`src/rtl/rom_read_arbiter.sv`:
```
// rom_read_arbiter
//   Shares one negedge-registered read-only lookup ROM between NREQ requesters.
//   Round-robin arbitration with a valid/ready request handshake; at most one
//   read is accepted per clock and its data returns one cycle after acceptance.
//
// Optional feature macro: ROM_ARB_LOCK_EN
//   Adds the lock port and an UNLOCKED/LOCKED FSM that lets one requester
//   keep the grant for back-to-back reads.
//
// Parameters
//   NREQ  number of requesters (2..4)
//   AW    ROM address width
//   DW    ROM data width
//
// Ports
//   clk       single clock, all state on posedge
//   resetn    asynchronous active-low reset
//   req       per-requester request valid
//   addr      flattened addresses, requester i at [i*AW +: AW]
//   gnt       combinational accept (transfer when req[i] & gnt[i] at posedge)
//   rom_addr  registered address to the ROM
//   rom_data  ROM read data, stable by the posedge after rom_addr changes
//   rvalid    one-hot, one-cycle: rdata belongs to requester i
//   rdata     registered read data, holds when rvalid is low
//   lock      (ROM_ARB_LOCK_EN only) hold grant for requester i
module rom_read_arbiter #(
  parameter int NREQ = 2,
  parameter int AW   = 5,
  parameter int DW   = 5
) (
  input  logic               clk,
  input  logic               resetn,
  input  logic [NREQ-1:0]    req,
  input  logic [NREQ*AW-1:0] addr,
  output logic [NREQ-1:0]    gnt,
  output logic [AW-1:0]      rom_addr,
  input  logic [DW-1:0]      rom_data,
  output logic [NREQ-1:0]    rvalid,
  output logic [DW-1:0]      rdata
`ifdef ROM_ARB_LOCK_EN
  ,
  input  logic [NREQ-1:0]    lock
`endif
);

  localparam int IDW = (NREQ > 1) ? $clog2(NREQ) : 1;

  logic [IDW-1:0] last;
  logic [IDW-1:0] winner;
  logic [IDW-1:0] issued_id;
  logic           issued;
  logic           xfer;

`ifdef ROM_ARB_LOCK_EN
  typedef enum logic {UNLOCKED, LOCKED} lock_state_t;
  lock_state_t    state;
  logic [IDW-1:0] owner;
`endif

  // Round-robin search starting just after the previous winner.
  always_comb begin
    int unsigned idx;
    logic        found;
    idx    = 0;
    found  = 1'b0;
    winner = '0;
    for (int unsigned k = 1; k <= NREQ; k++) begin
      idx = (int'(last) + k) % NREQ;
      if (!found && req[idx]) begin
        found  = 1'b1;
        winner = IDW'(idx);
      end
    end
`ifdef ROM_ARB_LOCK_EN
    // While locked only the owner may be accepted.
    if (state == LOCKED) begin
      found  = req[owner];
      winner = owner;
    end
`endif
    xfer = found & resetn;
    gnt  = '0;
    if (xfer) gnt[winner] = 1'b1;
  end

  always_ff @(posedge clk or negedge resetn) begin
    if (!resetn) begin
      rom_addr  <= '0;
      rdata     <= '0;
      rvalid    <= '0;
      issued    <= 1'b0;
      issued_id <= '0;
      last      <= IDW'(NREQ - 1);
    end else begin
      // Stage 1: latch the winner's address; ROM samples it on the coming negedge.
      if (xfer) begin
        rom_addr  <= addr[int'(winner)*AW +: AW];
        issued    <= 1'b1;
        issued_id <= winner;
        last      <= winner;
      end else begin
        issued    <= 1'b0;
      end
      // Stage 2: capture ROM data only for an issued read so idle cycles hold rdata.
      if (issued) begin
        rdata  <= rom_data;
        rvalid <= NREQ'(1) << issued_id;
      end else begin
        rvalid <= '0;
      end
    end
  end

`ifdef ROM_ARB_LOCK_EN
  // Only the owner transfers while locked, so last already equals owner
  // when the lock is released and round-robin resumes after it.
  always_ff @(posedge clk or negedge resetn) begin
    if (!resetn) begin
      state <= UNLOCKED;
      owner <= '0;
    end else begin
      case (state)
        UNLOCKED: if (xfer && lock[winner]) begin
          state <= LOCKED;
          owner <= winner;
        end
        LOCKED: if (!lock[owner]) state <= UNLOCKED;
        default: state <= UNLOCKED;
      endcase
    end
  end
`endif

endmodule

```
`config.mk`:
```
export PLATFORM = sky130hd
export DESIGN_NAME = rom_read_arbiter
export DESIGN_NICKNAME = d
export VERILOG_FILES = /design/src/rtl/rom_read_arbiter.sv
export SDC_FILE = /design/constraint.sdc
export NUM_CORES = 1
export LEC_CHECK = 0
export CORE_MARGIN = 5
export CORE_UTILIZATION = 39
export CTS_CLUSTER_SIZE = 28
export DETAILED_ROUTE_END_ITERATION = 12
export GPL_TIMING_DRIVEN = 0
export PLACE_DENSITY_LB_ADDON = 0.25
export SLEW_MARGIN = 20
export SYNTH_ARGS = -nofsm -noshare
export SYNTH_HDL_FRONTEND = slang
export SYNTH_SLANG_ARGS = --single-unit
```
`constraint.sdc`:
```
create_clock -name clk -period 2.8 [get_ports clk]
set_clock_uncertainty 0.2 [all_clocks]
set_input_delay 0.56 -clock clk [delete_from_list [all_inputs] [get_ports clk]]
set_output_delay 0.56 -clock clk [all_outputs]
set_load 0.005 [all_outputs]
```
==> results of run 1 <==
==> sequential cells by signal, indices dropped and copies added (netlist names) <==
signal	cells
issued_id	1
rvalid	2
rdata	5
rom_addr	5
issued	1
last	1
==> cell usage after synthesis <==
cell,instances
dfrtp_1,14
a221o_1,5
and2_0,5
mux2_2,5
a21o_2,2
a21oi_2,2
inv_1,2
nand2_1,2
and2_1,1
buf_2,1
dfstp_2,1
nor2b_1,1
o21ai_2,1
==> cell type report <==
cell class / instances / area, um^2
fill: 119 / 474
tap: 16 / 20.0
sequential: 15 / 377
buffer: 1 / 5.00
timing repair buffer: 35 / 345
multi-input combinational: 24 / 216
clock buffer: 4 / 26.3
inverter: 2 / 7.51
==> timing repair <==
action | CTS | global route
setup buffers | 0 | 3
resized for setup | 4 | 3
setup endpoints to repair | 2 | 2
==> per-layer routing <==
metal | global-route usage | part of all wire | wire, um | up-vias
li1 | - | - | - | 228
met1 | 0.128 | 0.39 | 511 | 212
met2 | 0.167 | 0.48 | 629 | 29
met3 | 0.0367 | 0.12 | 152 | 4
met4 | 0.0673 | 0.017 | 23 | 0
met5 | 0 | 0 | 0 | -
==> cell families (layout without fill, tap and decap cells) <==
logic type / Yosys count / after routing / share of synthesized area
DFF: 15 / 15 / 0.638
muxes: 5 / 5 / 0.0953
AOI/OAI and AO/OA: 10 / 10 / 0.159
and+or+nand+nor: 9 / 9 / 0.0869
buffers and inverters: 3 / 42 / 0.0212
==> power by group through the flow <==
| stage | clock, mW | sequential (mW) | combinational (mW) |
|---|---|---|---|
| floorplan | 0 | 0.264 | 0.0387 |
| global placement | 0 | 0.262 | 0.126 |
| detailed placement | 0 | 0.263 | 0.128 |
| CTS | 0.122 | 0.259 | 0.130 |
| global route | 0.135 | 0.262 | 0.143 |
| finish | 0.118 | 0.259 | 0.133 |
==> path summary, 6_finish.rpt <==
path / startpoint / depth (start not counted) / endpoint / slack [ps]
max reg2reg: last / 3 / rom_addr[2] / 1390
max: req[0] / 4 / gnt[0] / 100
min in group clk: issued_id / 1 / rvalid[0] / 240
min reg2reg: issued_id / 1 / rvalid[0] / 240
max in group asynchronous: resetn / 1 / last / 1990
min: resetn / 1 / rdata[2] / 100
==> metrics by stage <==
step	utilization	power, mW	area, um^2	setup slack, ps	std cells
5_1_grt	0.678	0.540	997	5.45	97
6_report	0.678	0.511	997	104	97
3_5_place_dp	0.633	0.391	931	-568	90
4_1_cts	0.656	0.511	966	0.00377	94
2_1_floorplan	-	0.303	591	1190	42
3_3_place_gp	0.633	0.388	931	-554	90
==> qor.txt, run 1 <==
pin count of the biggest net entering global routing: 19
share of the synthesized area in the top cell type: 0.593
Worst VDD drop: 0.299 mV
post-synthesis sequential area ratio: 0.638
internal power: 392 uW
Via Count: 473
worst-margin pin slew: 397 ps
All-Layer GR Usage: 0.108
crit path time final: 2700 ps
sum of negative setup slack: 0 ps
slowest cell on the critical path: clkdlybuf4s50_1
Final Hold Vio Count: 0
Switching Share: 0.232
syn_nets: 61
Seq pwr share: 0.508
Sw Pwr: 118 uW
core region area: 0.00147 mm^2
clk_lat worst skew: 270 ps
Syn. warnings: 0
CTS tree: built
placement row count: 14
post-route ant nets: 0
Cell Area, Synth: 591 um^2
post-synthesis cell count: 42
Port Buffers: 32
drt total wl: 1.32 mm
CTS Root Buffer Type: clkbuf_4
Max-Cap Viols: 0
cts bufs inserted: 3
clock share of power: 0.232
hold_buf cts: 0
Via density: 4.88
distinct cell type count after synthesis: 13
Final Net Count: 101
Worst Path Buf+Inv: 2
Yosys reg bits: 15
Max clock buf depth: 2
Setup violations, final: 0
CP Cell Sequence: clkdlybuf4s50_1, nand2_1, a21oi_4, clkdlybuf4s50_1
hpwl dp: 974 um
vias in the first global route: 457
RSZ-0062 raised after global routing: no
CP Capture Type: primary output
first-pass GRT wire length: 2.04 mm
Clock Pin Slew Worst Setup and Hold Paths: 80 ps
status: finished clean
WS Path Type: primary input to primary output
Initial Utilization: 0.401
delay-heaviest family, CP: buffers and inverters
Residual DRC: 0
pwr/cell area: 512 mW/mm^2
initial antenna violation count: 0
Max Transition Viols Final: 0
hold slack: 96.1 ps
1st-pass router iterations: 1
Comb power frac: 0.261
Tcrit/Tclk final: 0.963
wire length per cell: 13.6 um
most frequent cells in the layout: clkdlybuf4s50_1, dfrtp_1, and2_0, a221o_1, mux2_2
io pins: 33
Worst Setup Start Kind: primary input
share of layout cells above drive strength 1: 0.235
Max H-tree Level: 1
initial drt markers: 0
DIE HEIGHT: 48.9 um
Peak Freq: 0.371 GHz
critical path fanouts, max: 3
slowest stage delay, CP: 560 ps
post-synth top area cell: dfrtp_1
Synth area leaders: dfrtp_1, mux2_2, a221o_1
Die Wd: 48.9 um
CTS Sinks: 15
Hold Crit Class: primary input to asynchronous set/reset pin
syn avg cell area: 14.1 um^2
area grow syn2layout: 68.9%
DIE AREA: 0.00239 mm^2
CP most frequent cell: clkdlybuf4s50_1
Slew HR: 0.736
Critical Path RT: 2040 ps
GPL Wtd Cong: 0.690
grt ovf: 0
ANT cells: 0
Critical Path AT: 1940 ps
most common cell after layout, fill and taps aside: clkdlybuf4s50_1
P_leak: 0.436 nW
(Power assumes the default switching activity.)
==> inputs of run 2 (changes only) <==
GPL_TIMING_DRIVEN = 1   (was 0)
==> run 2 against run 1 <==
Net effect:
- routed wire length up 0.30%
- total power down 0.60%
- sequential power about the same
- register-to-register slack better by 30 ps
- worst hold slack better by 160 ps
- critical path depth unchanged
- critical endpoint is now gnt[1]
==> qor.txt, run 2 (synthesized netlist as in run 1, its figures left out) <==
status: finished clean
Critical Path AT: 1850 ps
Via Count: 473
hold_buf cts: 0
cts bufs inserted: 3
Sw Pwr: 119 uW
GPL Wtd Cong: 0.675
Worst Setup Start Kind: primary input
wire length per cell: 13.8 um
vias in the first global route: 542
placement row count: 14
CTS Root Buffer Type: clkbuf_4
crit path time final: 2610 ps
most frequent cells in the layout: clkdlybuf4s50_1, dfrtp_1, and2_0, a221o_1, mux2_2
DIE AREA: 0.00239 mm^2
initial antenna violation count: 0
setup repair bufs after CTS: 0
Comb power frac: 0.254
Via density: 4.93
post-route ant nets: 0
drt total wl: 1.32 mm
Residual DRC: 0
RSZ-0062 raised after global routing: no
Die Wd: 48.9 um
Critical Path RT: 2040 ps
Setup violations, final: 0
first-pass GRT wire length: 2.13 mm
Tcrit/Tclk final: 0.932
pre-CTS WS: 195 ps
Setup crit start: req[1]
R2R cell count: 3
Max H-tree Level: 1
CP endpoint: gnt[1]
Max-Cap Viols: 0
Worst R2R Start: last
r2r setup slk: 1420 ps
initial drt markers: 5
Max clock buf depth: 2
Final Hold Vio Count: 0
All-Layer GR Usage: 0.111
pin count of the biggest net entering global routing: 16
WS Path Type: primary input to primary output
Seq pwr share: 0.513
largest registers: rdata: 5 flops, rom_addr: 5 flops, rvalid: 2 flops
CP most frequent cell: clkdlybuf4s50_1
Worst VDD drop: 0.345 mV
Port Buffers: 32
sum of negative setup slack: 0 ps
Switching Share: 0.234
reg2reg end: rom_addr[3]
1st-pass router iterations: 3
slowest cell on the critical path: clkdlybuf4s50_1
CP Capture Type: primary output
DIE HEIGHT: 48.9 um
pwr/cell area: 520 mW/mm^2
Peak Freq: 0.383 GHz
core region area: 0.00147 mm^2
post-cts resize count: 0
P_leak: 0.422 nW
critical path fanouts, max: 3
clock share of power: 0.234
final worst slack: 189 ps
ANT cells: 0
clk_lat worst skew: 280 ps
Final Net Count: 100
internal power: 389 uW
area grow syn2layout: 65.3%
most common cell after layout, fill and taps aside: clkdlybuf4s50_1
slowest stage delay, CP: 550 ps
CTS tree: built
Initial Utilization: 0.401
Slew HR: 0.798
Clock Pin Slew Worst Setup and Hold Paths: 90 ps
CTS Sinks: 15
worst-margin pin slew: 304 ps
Hold Crit Class: flip-flop to flip-flop
grt ovf: 0
Max Transition Viols Final: 0
io pins: 33
share of layout cells above drive strength 1: 0.225
CP Cell Sequence: clkdlybuf4s50_1, nand2_1, a21oi_2, clkdlybuf4s50_1
==> run 2: worst min path at each step <==
stage | to | start | slack, ps | cells after the start
floorplan | issued | resetn | 60 | 0
global placement | rvalid[0] | issued_id | 230 | 1
detailed placement | rvalid[0] | issued_id | 250 | 1
CTS | rvalid[0] | issued_id | 260 | 1
global route | rvalid[0] | issued_id | 280 | 1
finish | rvalid[0] | issued_id | 250 | 1
==> run 2: layer usage <==
| metal | share of wire | global-route usage |
|---|---|---|
| met5 | 0 | 0 |
| met4 | 0 | 0.0269 |
| met3 | 0.10 | 0.0459 |
| met2 | 0.48 | 0.209 |
| met1 | 0.41 | 0.110 |
==> run 2: layout make-up <==
| cell class | instances | area, um^2 |
|---|---|---|
| Clock buffer | 3 | 22.5 |
| Clock inverter | 1 | 5.00 |
| Fill cell | 121 | 495 |
| Inverter | 2 | 7.51 |
| Multi-Input combinational cell | 24 | 201 |
| Sequential cell | 15 | 377 |
| Tap cell | 16 | 20.0 |
| Timing Repair Buffer | 35 | 343 |
==> run 2: worst max-delay path, delay by kind of cell <==
kind | cells | cell delay, ps
buffers and inverters | 2 | 1070
AO/OA/AOI/OAI | 1 | 130
AND/OR/NAND/NOR | 1 | 90
==> run 2: power groups by stage <==
stage,combinational (mW),sequential (mW),clock (mW)
after detailed placement,0.131,0.265,0
after global routing,0.139,0.264,0.135
after CTS,0.132,0.261,0.122
after global placement,0.128,0.263,0
after floorplan,0.0387,0.264,0
final,0.129,0.260,0.119
==> run 2: stage by stage <==
| stage | utilization | power (mW) | cell area (um^2) | cells | hold slack [ps] |
|---|---|---|---|---|---|
| after global routing | 0.663 | 0.538 | 976 | 96 | 285 |
| after CTS | 0.663 | 0.515 | 976 | 96 | 258 |
| after global placement | 0.645 | 0.392 | 948 | 92 | 234 |
| after floorplan | - | 0.303 | 591 | 42 | 64.4 |
| final | 0.663 | 0.507 | 976 | 96 | 252 |
| after detailed placement | 0.645 | 0.395 | 948 | 92 | 246 |
==> inputs of run 3 (changes only) <==
CTS_BUF_LIST = sky130_fd_sc_hd__clkbuf_4 sky130_fd_sc_hd__clkbuf_8 sky130_fd_sc_hd__clkbuf_16   (was unset)
==> results of run 3 <==
Same layout as run 2: the final DEF is identical, and so are final timing and power.
